--- src/rtl/uart_frame_pkg.sv ---
// Shared types and defaults for the UART frame loader.
// State and error encodings are visible to the top-level sequencer.
package uart_frame_pkg;

  typedef enum logic [1:0] {
    S_IDLE    = 2'd0,
    S_SYNC    = 2'd1,
    S_PAYLOAD = 2'd2,
    S_CHECK   = 2'd3
  } state_t;

  typedef enum logic [1:0] {
    ERR_NONE    = 2'd0,
    ERR_CSUM    = 2'd1,
    ERR_TIMEOUT = 2'd2,
    ERR_ABORT   = 2'd3
  } err_t;

  localparam logic [7:0] SYNC0_DEFAULT = 8'hA5;
  localparam logic [7:0] SYNC1_DEFAULT = 8'h5A;

  // Width of a byte-within-pixel index; a 1-byte pixel still needs one bit.
  function automatic int idx_width(input int pixel_bytes);
    return (pixel_bytes > 1) ? $clog2(pixel_bytes) : 1;
  endfunction

endpackage

--- src/rtl/uart_frame_loader_packer.sv ---
// Packs consecutive bytes into one pixel word, first byte in the low lane.
// word_valid pulses on the clock after the byte that completes the pixel.
module byte_pixel_packer
  import uart_frame_pkg::*;
#(
  parameter int PIXEL_BYTES = 3
) (
  input  logic                     clk,
  input  logic                     rst_n,
  input  logic                     clear,
  input  logic                     byte_valid,
  input  logic [7:0]               data_byte,
  output logic                     word_valid,
  output logic [8*PIXEL_BYTES-1:0] word
);

  localparam int               IDX_W    = idx_width(PIXEL_BYTES);
  localparam logic [IDX_W-1:0] IDX_LAST = IDX_W'(PIXEL_BYTES - 1);

  logic [IDX_W-1:0]         idx;
  logic [8*PIXEL_BYTES-1:0] acc;
  logic [8*PIXEL_BYTES-1:0] acc_merged;

  always_comb begin
    acc_merged = acc;
    acc_merged[8*idx +: 8] = data_byte;
  end

  always_ff @(posedge clk or negedge rst_n) begin
    if (!rst_n) begin
      idx        <= '0;
      acc        <= '0;
      word       <= '0;
      word_valid <= 1'b0;
    end else begin
      word_valid <= 1'b0;
      if (clear) begin
        idx <= '0;
        acc <= '0;
      end else if (byte_valid) begin
        if (idx == IDX_LAST) begin
          word       <= acc_merged;
          word_valid <= 1'b1;
          acc        <= '0;
          idx        <= '0;
        end else begin
          acc <= acc_merged;
          idx <= idx + 1'b1;
        end
      end
    end
  end

endmodule

--- src/rtl/uart_frame_loader.sv ---
// Loads a framed UART byte stream (sync, pixels, XOR checksum) into a frame buffer.
//
//   state     | meaning
//   S_IDLE    | hunting for SYNC0, no timeout
//   S_SYNC    | SYNC0 seen, expecting SYNC1
//   S_PAYLOAD | packing pixel bytes, writing one word per pixel
//   S_CHECK   | all pixels written, next byte is the checksum
module uart_frame_loader
  import uart_frame_pkg::*;
#(
  parameter int         IMG_WIDTH      = 1280,
  parameter int         IMG_HEIGHT     = 720,
  parameter int         PIXEL_BYTES    = 3,
  parameter int         ADDR_WIDTH     = $clog2(IMG_WIDTH * IMG_HEIGHT),
  parameter logic [7:0] SYNC0          = SYNC0_DEFAULT,
  parameter logic [7:0] SYNC1          = SYNC1_DEFAULT,
  parameter int         TIMEOUT_CYCLES = 2500000
) (
  input  logic                     i_clk,
  input  logic                     i_rst_n,
  input  logic                     i_rx_dv,
  input  logic [7:0]               i_rx_byte,
  input  logic                     i_abort,
  output logic                     o_fb_wr_en,
  output logic [ADDR_WIDTH-1:0]    o_fb_wr_addr,
  output logic [8*PIXEL_BYTES-1:0] o_fb_wr_data,
  output logic                     o_busy,
  output logic                     o_frame_done,
  output logic                     o_frame_err,
  output logic [1:0]               o_err_code,
  output logic [ADDR_WIDTH:0]      o_pixel_cnt
);

  localparam int TOTAL = IMG_WIDTH * IMG_HEIGHT;
  localparam int CNT_W = ADDR_WIDTH + 1;
  localparam int TO_W  = $clog2(TIMEOUT_CYCLES + 1);
  localparam int IDX_W = idx_width(PIXEL_BYTES);

  localparam logic [CNT_W-1:0] PIX_LAST = CNT_W'(TOTAL - 1);
  localparam logic [CNT_W-1:0] PIX_FULL = CNT_W'(TOTAL);
  localparam logic [IDX_W-1:0] IDX_LAST = IDX_W'(PIXEL_BYTES - 1);
  localparam logic [TO_W-1:0]  TO_LOAD  = TO_W'(TIMEOUT_CYCLES);

  state_t                state;
  state_t                state_nxt;
  err_t                  err_code;
  err_t                  err_nxt;
  logic [CNT_W-1:0]      pix_cnt;
  logic [IDX_W-1:0]      byte_idx;
  logic [7:0]            csum;
  logic [TO_W-1:0]       idle_cnt;
  logic [ADDR_WIDTH-1:0] wr_addr;
  logic                  done_q;
  logic                  err_q;

  logic abort_hit;
  logic timeout_hit;
  logic sync_ok;
  logic pack_valid;
  logic done_set;
  logic err_set;
  logic pixel_last_byte;

  assign abort_hit       = i_abort && (state != S_IDLE);
  // Terminal count: the last idle clock of the window, and no byte arriving to rescue it.
  assign timeout_hit     = (state != S_IDLE) && !i_rx_dv && (idle_cnt == TO_W'(1));
  assign pixel_last_byte = (byte_idx == IDX_LAST);

  always_ff @(posedge i_clk or negedge i_rst_n) begin
    if (!i_rst_n) begin
      state <= S_IDLE;
    end else begin
      state <= state_nxt;
    end
  end

  always_comb begin
    state_nxt  = state;
    err_nxt    = ERR_NONE;
    sync_ok    = 1'b0;
    pack_valid = 1'b0;
    done_set   = 1'b0;
    err_set    = 1'b0;
    if (abort_hit) begin
      state_nxt = S_IDLE;
      err_set   = 1'b1;
      err_nxt   = ERR_ABORT;
    end else if (i_rx_dv) begin
      unique case (state)
        S_IDLE: begin
          if (i_rx_byte == SYNC0) state_nxt = S_SYNC;
        end
        S_SYNC: begin
          if (i_rx_byte == SYNC1) begin
            state_nxt = S_PAYLOAD;
            sync_ok   = 1'b1;
          end else if (i_rx_byte != SYNC0) begin
            state_nxt = S_IDLE;
          end
        end
        S_PAYLOAD: begin
          pack_valid = 1'b1;
          if (pixel_last_byte && (pix_cnt == PIX_LAST)) state_nxt = S_CHECK;
        end
        S_CHECK: begin
          state_nxt = S_IDLE;
          if (i_rx_byte == csum) begin
            done_set = 1'b1;
          end else begin
            err_set = 1'b1;
            err_nxt = ERR_CSUM;
          end
        end
        default: state_nxt = S_IDLE;
      endcase
    end else if (timeout_hit) begin
      state_nxt = S_IDLE;
      err_set   = 1'b1;
      err_nxt   = ERR_TIMEOUT;
    end
  end

  always_ff @(posedge i_clk or negedge i_rst_n) begin
    if (!i_rst_n) begin
      done_q   <= 1'b0;
      err_q    <= 1'b0;
      err_code <= ERR_NONE;
    end else begin
      done_q <= done_set;
      err_q  <= err_set;
      if (sync_ok) begin
        err_code <= ERR_NONE;
      end else if (err_set) begin
        err_code <= err_nxt;
      end
    end
  end

  // Pixel count and address advance on the completing byte so the write
  // strobe one clock later already carries its address.
  always_ff @(posedge i_clk or negedge i_rst_n) begin
    if (!i_rst_n) begin
      pix_cnt  <= '0;
      byte_idx <= '0;
      csum     <= '0;
      wr_addr  <= '0;
    end else if (sync_ok) begin
      pix_cnt  <= '0;
      byte_idx <= '0;
      csum     <= '0;
    end else if (pack_valid) begin
      csum <= csum ^ i_rx_byte;
      if (pixel_last_byte) begin
        byte_idx <= '0;
        wr_addr  <= pix_cnt[ADDR_WIDTH-1:0];
        if (pix_cnt != PIX_FULL) pix_cnt <= pix_cnt + 1'b1;
      end else begin
        byte_idx <= byte_idx + 1'b1;
      end
    end
  end

  always_ff @(posedge i_clk or negedge i_rst_n) begin
    if (!i_rst_n) begin
      idle_cnt <= '0;
    end else if (i_rx_dv) begin
      idle_cnt <= TO_LOAD;
    end else if ((state != S_IDLE) && (idle_cnt != '0)) begin
      idle_cnt <= idle_cnt - 1'b1;
    end
  end

  byte_pixel_packer #(
    .PIXEL_BYTES(PIXEL_BYTES)
  ) u_packer (
    .clk       (i_clk),
    .rst_n     (i_rst_n),
    .clear     (sync_ok),
    .byte_valid(pack_valid),
    .data_byte (i_rx_byte),
    .word_valid(o_fb_wr_en),
    .word      (o_fb_wr_data)
  );

  assign o_fb_wr_addr = wr_addr;
  assign o_busy       = (state != S_IDLE);
  assign o_frame_done = done_q;
  assign o_frame_err  = err_q;
  assign o_err_code   = err_code;
  assign o_pixel_cnt  = pix_cnt;

endmodule

--- config.mk ---
export PLATFORM = sky130hd
export DESIGN_NAME = uart_frame_loader
export DESIGN_NICKNAME = d
export VERILOG_FILES = /design/src/rtl/uart_frame_pkg.sv /design/src/rtl/uart_frame_loader_packer.sv /design/src/rtl/uart_frame_loader.sv
export SDC_FILE = /design/constraint.sdc
export NUM_CORES = 1
export LEC_CHECK = 0
export ABC_AREA = 0
export CORE_ASPECT_RATIO = 1.75
export CORE_MARGIN = 2
export CORE_UTILIZATION = 55
export CTS_CLUSTER_DIAMETER = 50
export CTS_CLUSTER_SIZE = 10
export DETAILED_ROUTE_END_ITERATION = 7
export PLACE_DENSITY = 0.8
export SYNTH_ARGS = -nofsm -noshare
export SYNTH_HDL_FRONTEND = slang
export SYNTH_SLANG_ARGS = --single-unit
--- constraint.sdc ---
create_clock -name i_clk -period 5 [get_ports i_clk]
set_input_delay 1 -clock i_clk [delete_from_list [all_inputs] [get_ports i_clk]]
set_output_delay 1 -clock i_clk [all_outputs]
set_load 0.005 [all_outputs]
==> qor.txt <==
Status -> complete, no violations
Initial Util -> 55.6%
I/O pin count -> 83
Worst Path Arrival -> 3860 ps
Finished Layout Cells -> 883
Largest net degree at the start of global routing -> 51
Pint -> 1.81 mW
Drt total wl -> 15800 um
Met1 wire length -> 5990 um
Max_cap viols -> 0
Final Net Count -> 756
Number of core rows -> 52
Crit start category -> input pin
Cts repair resizes -> 0
Grt total ovfl -> 0
Core box area -> 11500 um2
Post-cts hold buffer count -> 0
Post-synth top flop -> dfrtp_1
First-pass GRT wire length -> 26400 um
WL met2 -> 8500 um
Clock-pin slew on the worst setup and hold paths -> 50 ps
Net Switching -> 0.485 mW
Logic pwr share -> 2.7%
Synthesis-to-layout area growth -> 22.3%
Initial antenna violation count -> 0
Die Width -> 85.3 um
Vias/cell -> 6.16
Cell variety after synth -> 55
Vias in the first global route -> 5483
Post-DR wirelength/cell -> 17.9 um
TritonCTS Buffers -> 17
Compound-cell area share of the yosys netlist -> 13.8%
Data required, critical path -> 5320 ps
Mapped Avg Cell Area -> 9.54 um2
Mux contribution to synthesized area -> 1.02%
Clock buffer depth -> 2
GRT Total Usage -> 26.4%
Total negative setup slack -> 0 ps
Synth Cell Area -> 6360 um2
Seq/Total Area, Yosys -> 51.1%
CP Max Fanout -> 31
DIE AREA -> 12500 um2
Largest family of logic cells by synthesized area -> simple AND/OR/NAND/NOR gates
Pwr Density -> 295 nW/um2
Global placement routability congestion -> 0.859
CP top delay family -> simple AND/OR/NAND/NOR gates
Leak pwr -> 3.38 nW
Max Fclk -> 283 MHz
First-pass iteration count of the detailed router -> 5
Mapped Cells -> 667
Switch share -> 21.1%
Slew margin rel. -> 36.4%
N_diodes -> 0
Setup Skew -> 9.13 ps
Drt drc -> 0
Post-synth net total -> 688
Post-layout min period -> 3540 ps
Xor/xnor cell area share of the yosys netlist -> 3.44%
Remaining antenna violation count -> 0
Sequential power share -> 45.9%
Peak VDD IR -> 0.249 mV
Crit path cell chain -> clkdlybuf4s50_1 -> buf_4 -> nand4bb_4 -> or2_1 -> a21o_2 -> or4_1 -> a21oi_1
Synth Register Bits -> 130
Skew-Pair Late Insertion Delay -> 410 ps
Post-synth ARST share -> 100%
Via count -> 5437
Top Layer Used -> met4
HPWL after detailed placement -> 10700 um
Setup crit end kind -> flip-flop
Slowest-stage cell, CP -> or2_1
Worst-margin pin slew -> 954 ps
Post-synthesis adder-cell area fraction -> 1.77%
Worst slack, placed -> 1050 ps
Worst hold-check path type -> reg2reg
RSZ-0062 raised after global routing -> false
Fin crit share -> 70.8%
Post-Synth Simple-Gate Area -> 25.1%
Critical path depth -> 7
Worst R2R Path Depth -> 5
Final setup viols -> 0
Worst hold stages -> 2
Clock sinks -> 130
EDFF count, synth -> 0
Max stage delay on crit path -> 630 ps
Filler Cell Count -> 872
Overall Power -> 2.30 mW
CTS Root Cell -> clkbuf_16
Dpl cells -> 851
Worst Slack Setup Final -> 1460 ps
DRT iter0 DRCs -> 362
Critical path class -> in2reg
Synth warnings -> 0
Clock power frac -> 51.4%
I/O Buffers -> 82
Final hold vios -> 0
Final Slew Violations -> 0
Hold slack -> 471 ps
Met3 wire len -> 868 um
# H-tree levels -> 4
CP Buf/Inv Count -> 2
Die Y -> 146 um
Fraction of layout cells with a size suffix above 1 -> 7.49%
CTS tree -> done
Post CTS Setup Buffer Count -> 0
## metrics by stage
stage,utilization [%],instance area [um2]
2_1_floorplan,-,6360
3_3_place_gp,63.0,7220
3_5_place_dp,63.0,7220
4_1_cts,68.0,7780
5_1_grt,68.0,7780
6_report,68.0,7780
## cell usage after synthesis, types with 6 or more instances
cell type,count,area (um2)
o21ai_0,27,135
nand3_1,18,90.1
and3_1,6,37.5
a21oi_1,67,335
or4_1,9,67.6
nand2b_1,6,37.5
dfrtp_1,130,3250
nand4_1,7,43.8
nor4bb_1,6,60.1
or3_1,16,100
nand2_1,89,334
nor2b_1,33,206
clkbuf_1,30,113
inv_1,11,41.3
o21ai_1,6,30.0
ha_1,9,113
xor2_1,13,114
nor4_1,15,93.8
xnor2_1,12,105
nor3_1,10,50.1
nor2_1,60,225
a22o_1,24,210
## flip-flops by register name, indices dropped and copies added (netlist names)
signal               count
o_frame_err              1
u_packer.idx             2
o_frame_done             1
state                    2
byte_idx                 2
o_pixel_cnt             21
u_packer.word           24
u_packer.acc            24
csum                     8
o_err_code               2
u_packer.word_valid      1
o_fb_wr_addr            20
idle_cnt                22
## tightest hold or removal path: cells and delay by family, from the launching register on
kind             cells  cell delay, ps
flip-flops           1             330
AND/OR/NAND/NOR      2             100
## layer usage
layer / global-route usage [%] / up-vias
met5: 0 / -
met4: 11.3 / 0
met3: 5.60 / 50
met2: 46.4 / 227
met1: 30.6 / 2682
li1: - / 2478
## layout by cell type (no fill, tap or decap), drive strengths merged, types with 6 or more instances in the layout
cell type      synthesis  layout
dfrtp                130     130
nand2                 89      89
clkdlybuf4s50          0      81
a21oi                 67      67
nor2                  60      60
nor2b                 33      33
o21ai                 33      33
a22o                  24      24
clkbuf                30      22
nand3                 18      18
or3                   16      16
nor4                  16      16
xor2                  13      13
xnor2                 12      12
inv                   11      11
nor3                  11      11
or4                   10      10
ha                     9       9
buf                   11       9
nand4                  8       8
nand2b                 6       6
and3                   6       6
nor4bb                 6       6
o31ai                  6       6
## power groups by stage
stage	clock, mW	sequential, mW	combinational [mW]
after floorplan	0	1.07	0.0218
after global placement	0	1.07	0.0616
after detailed placement	0	1.07	0.0631
after CTS	1.20	1.05	0.0634
after global routing	1.25	1.05	0.0698
final	1.18	1.05	0.0624
## cells by family (layout without fill, tap and decap cells)
family / Yosys count / count (layout)
buffers and inverters: 53 / 134
multiplexers: 6 / 6
XOR/XNOR: 25 / 25
adder cells (fa/ha/maj): 9 / 9
AND/OR/NAND/NOR: 300 / 300
flip-flops: 130 / 130
AO/OA/AOI/OAI: 144 / 144
## layout make-up
cell class              instances  area, um2  share of cell area (%)
inverters                      12       45.0                   0.579
repair buffers                 90        878                    11.3
clock inverters                10        110                    1.41
flip-flops and latches        130       3250                    41.8
well taps                     135        169                    2.17
clock buffers                  22        454                    5.84
multi-input cells             484       2870                    36.9
## final timing paths
path / start / endpoint / slack, ps
min: o_fb_wr_addr[4] / o_fb_wr_addr[4] / 470
max reg2reg: state[1] / o_pixel_cnt[13] / 2270
min in group asynchronous: i_rst_n / o_fb_wr_addr[5] / 620
min reg2reg: o_fb_wr_addr[4] / o_fb_wr_addr[4] / 470
max: i_rx_dv / o_pixel_cnt[13] / 1460
max in group asynchronous: i_rst_n / u_packer.acc[5] / 3320
Power figures use the tool's default switching activity.
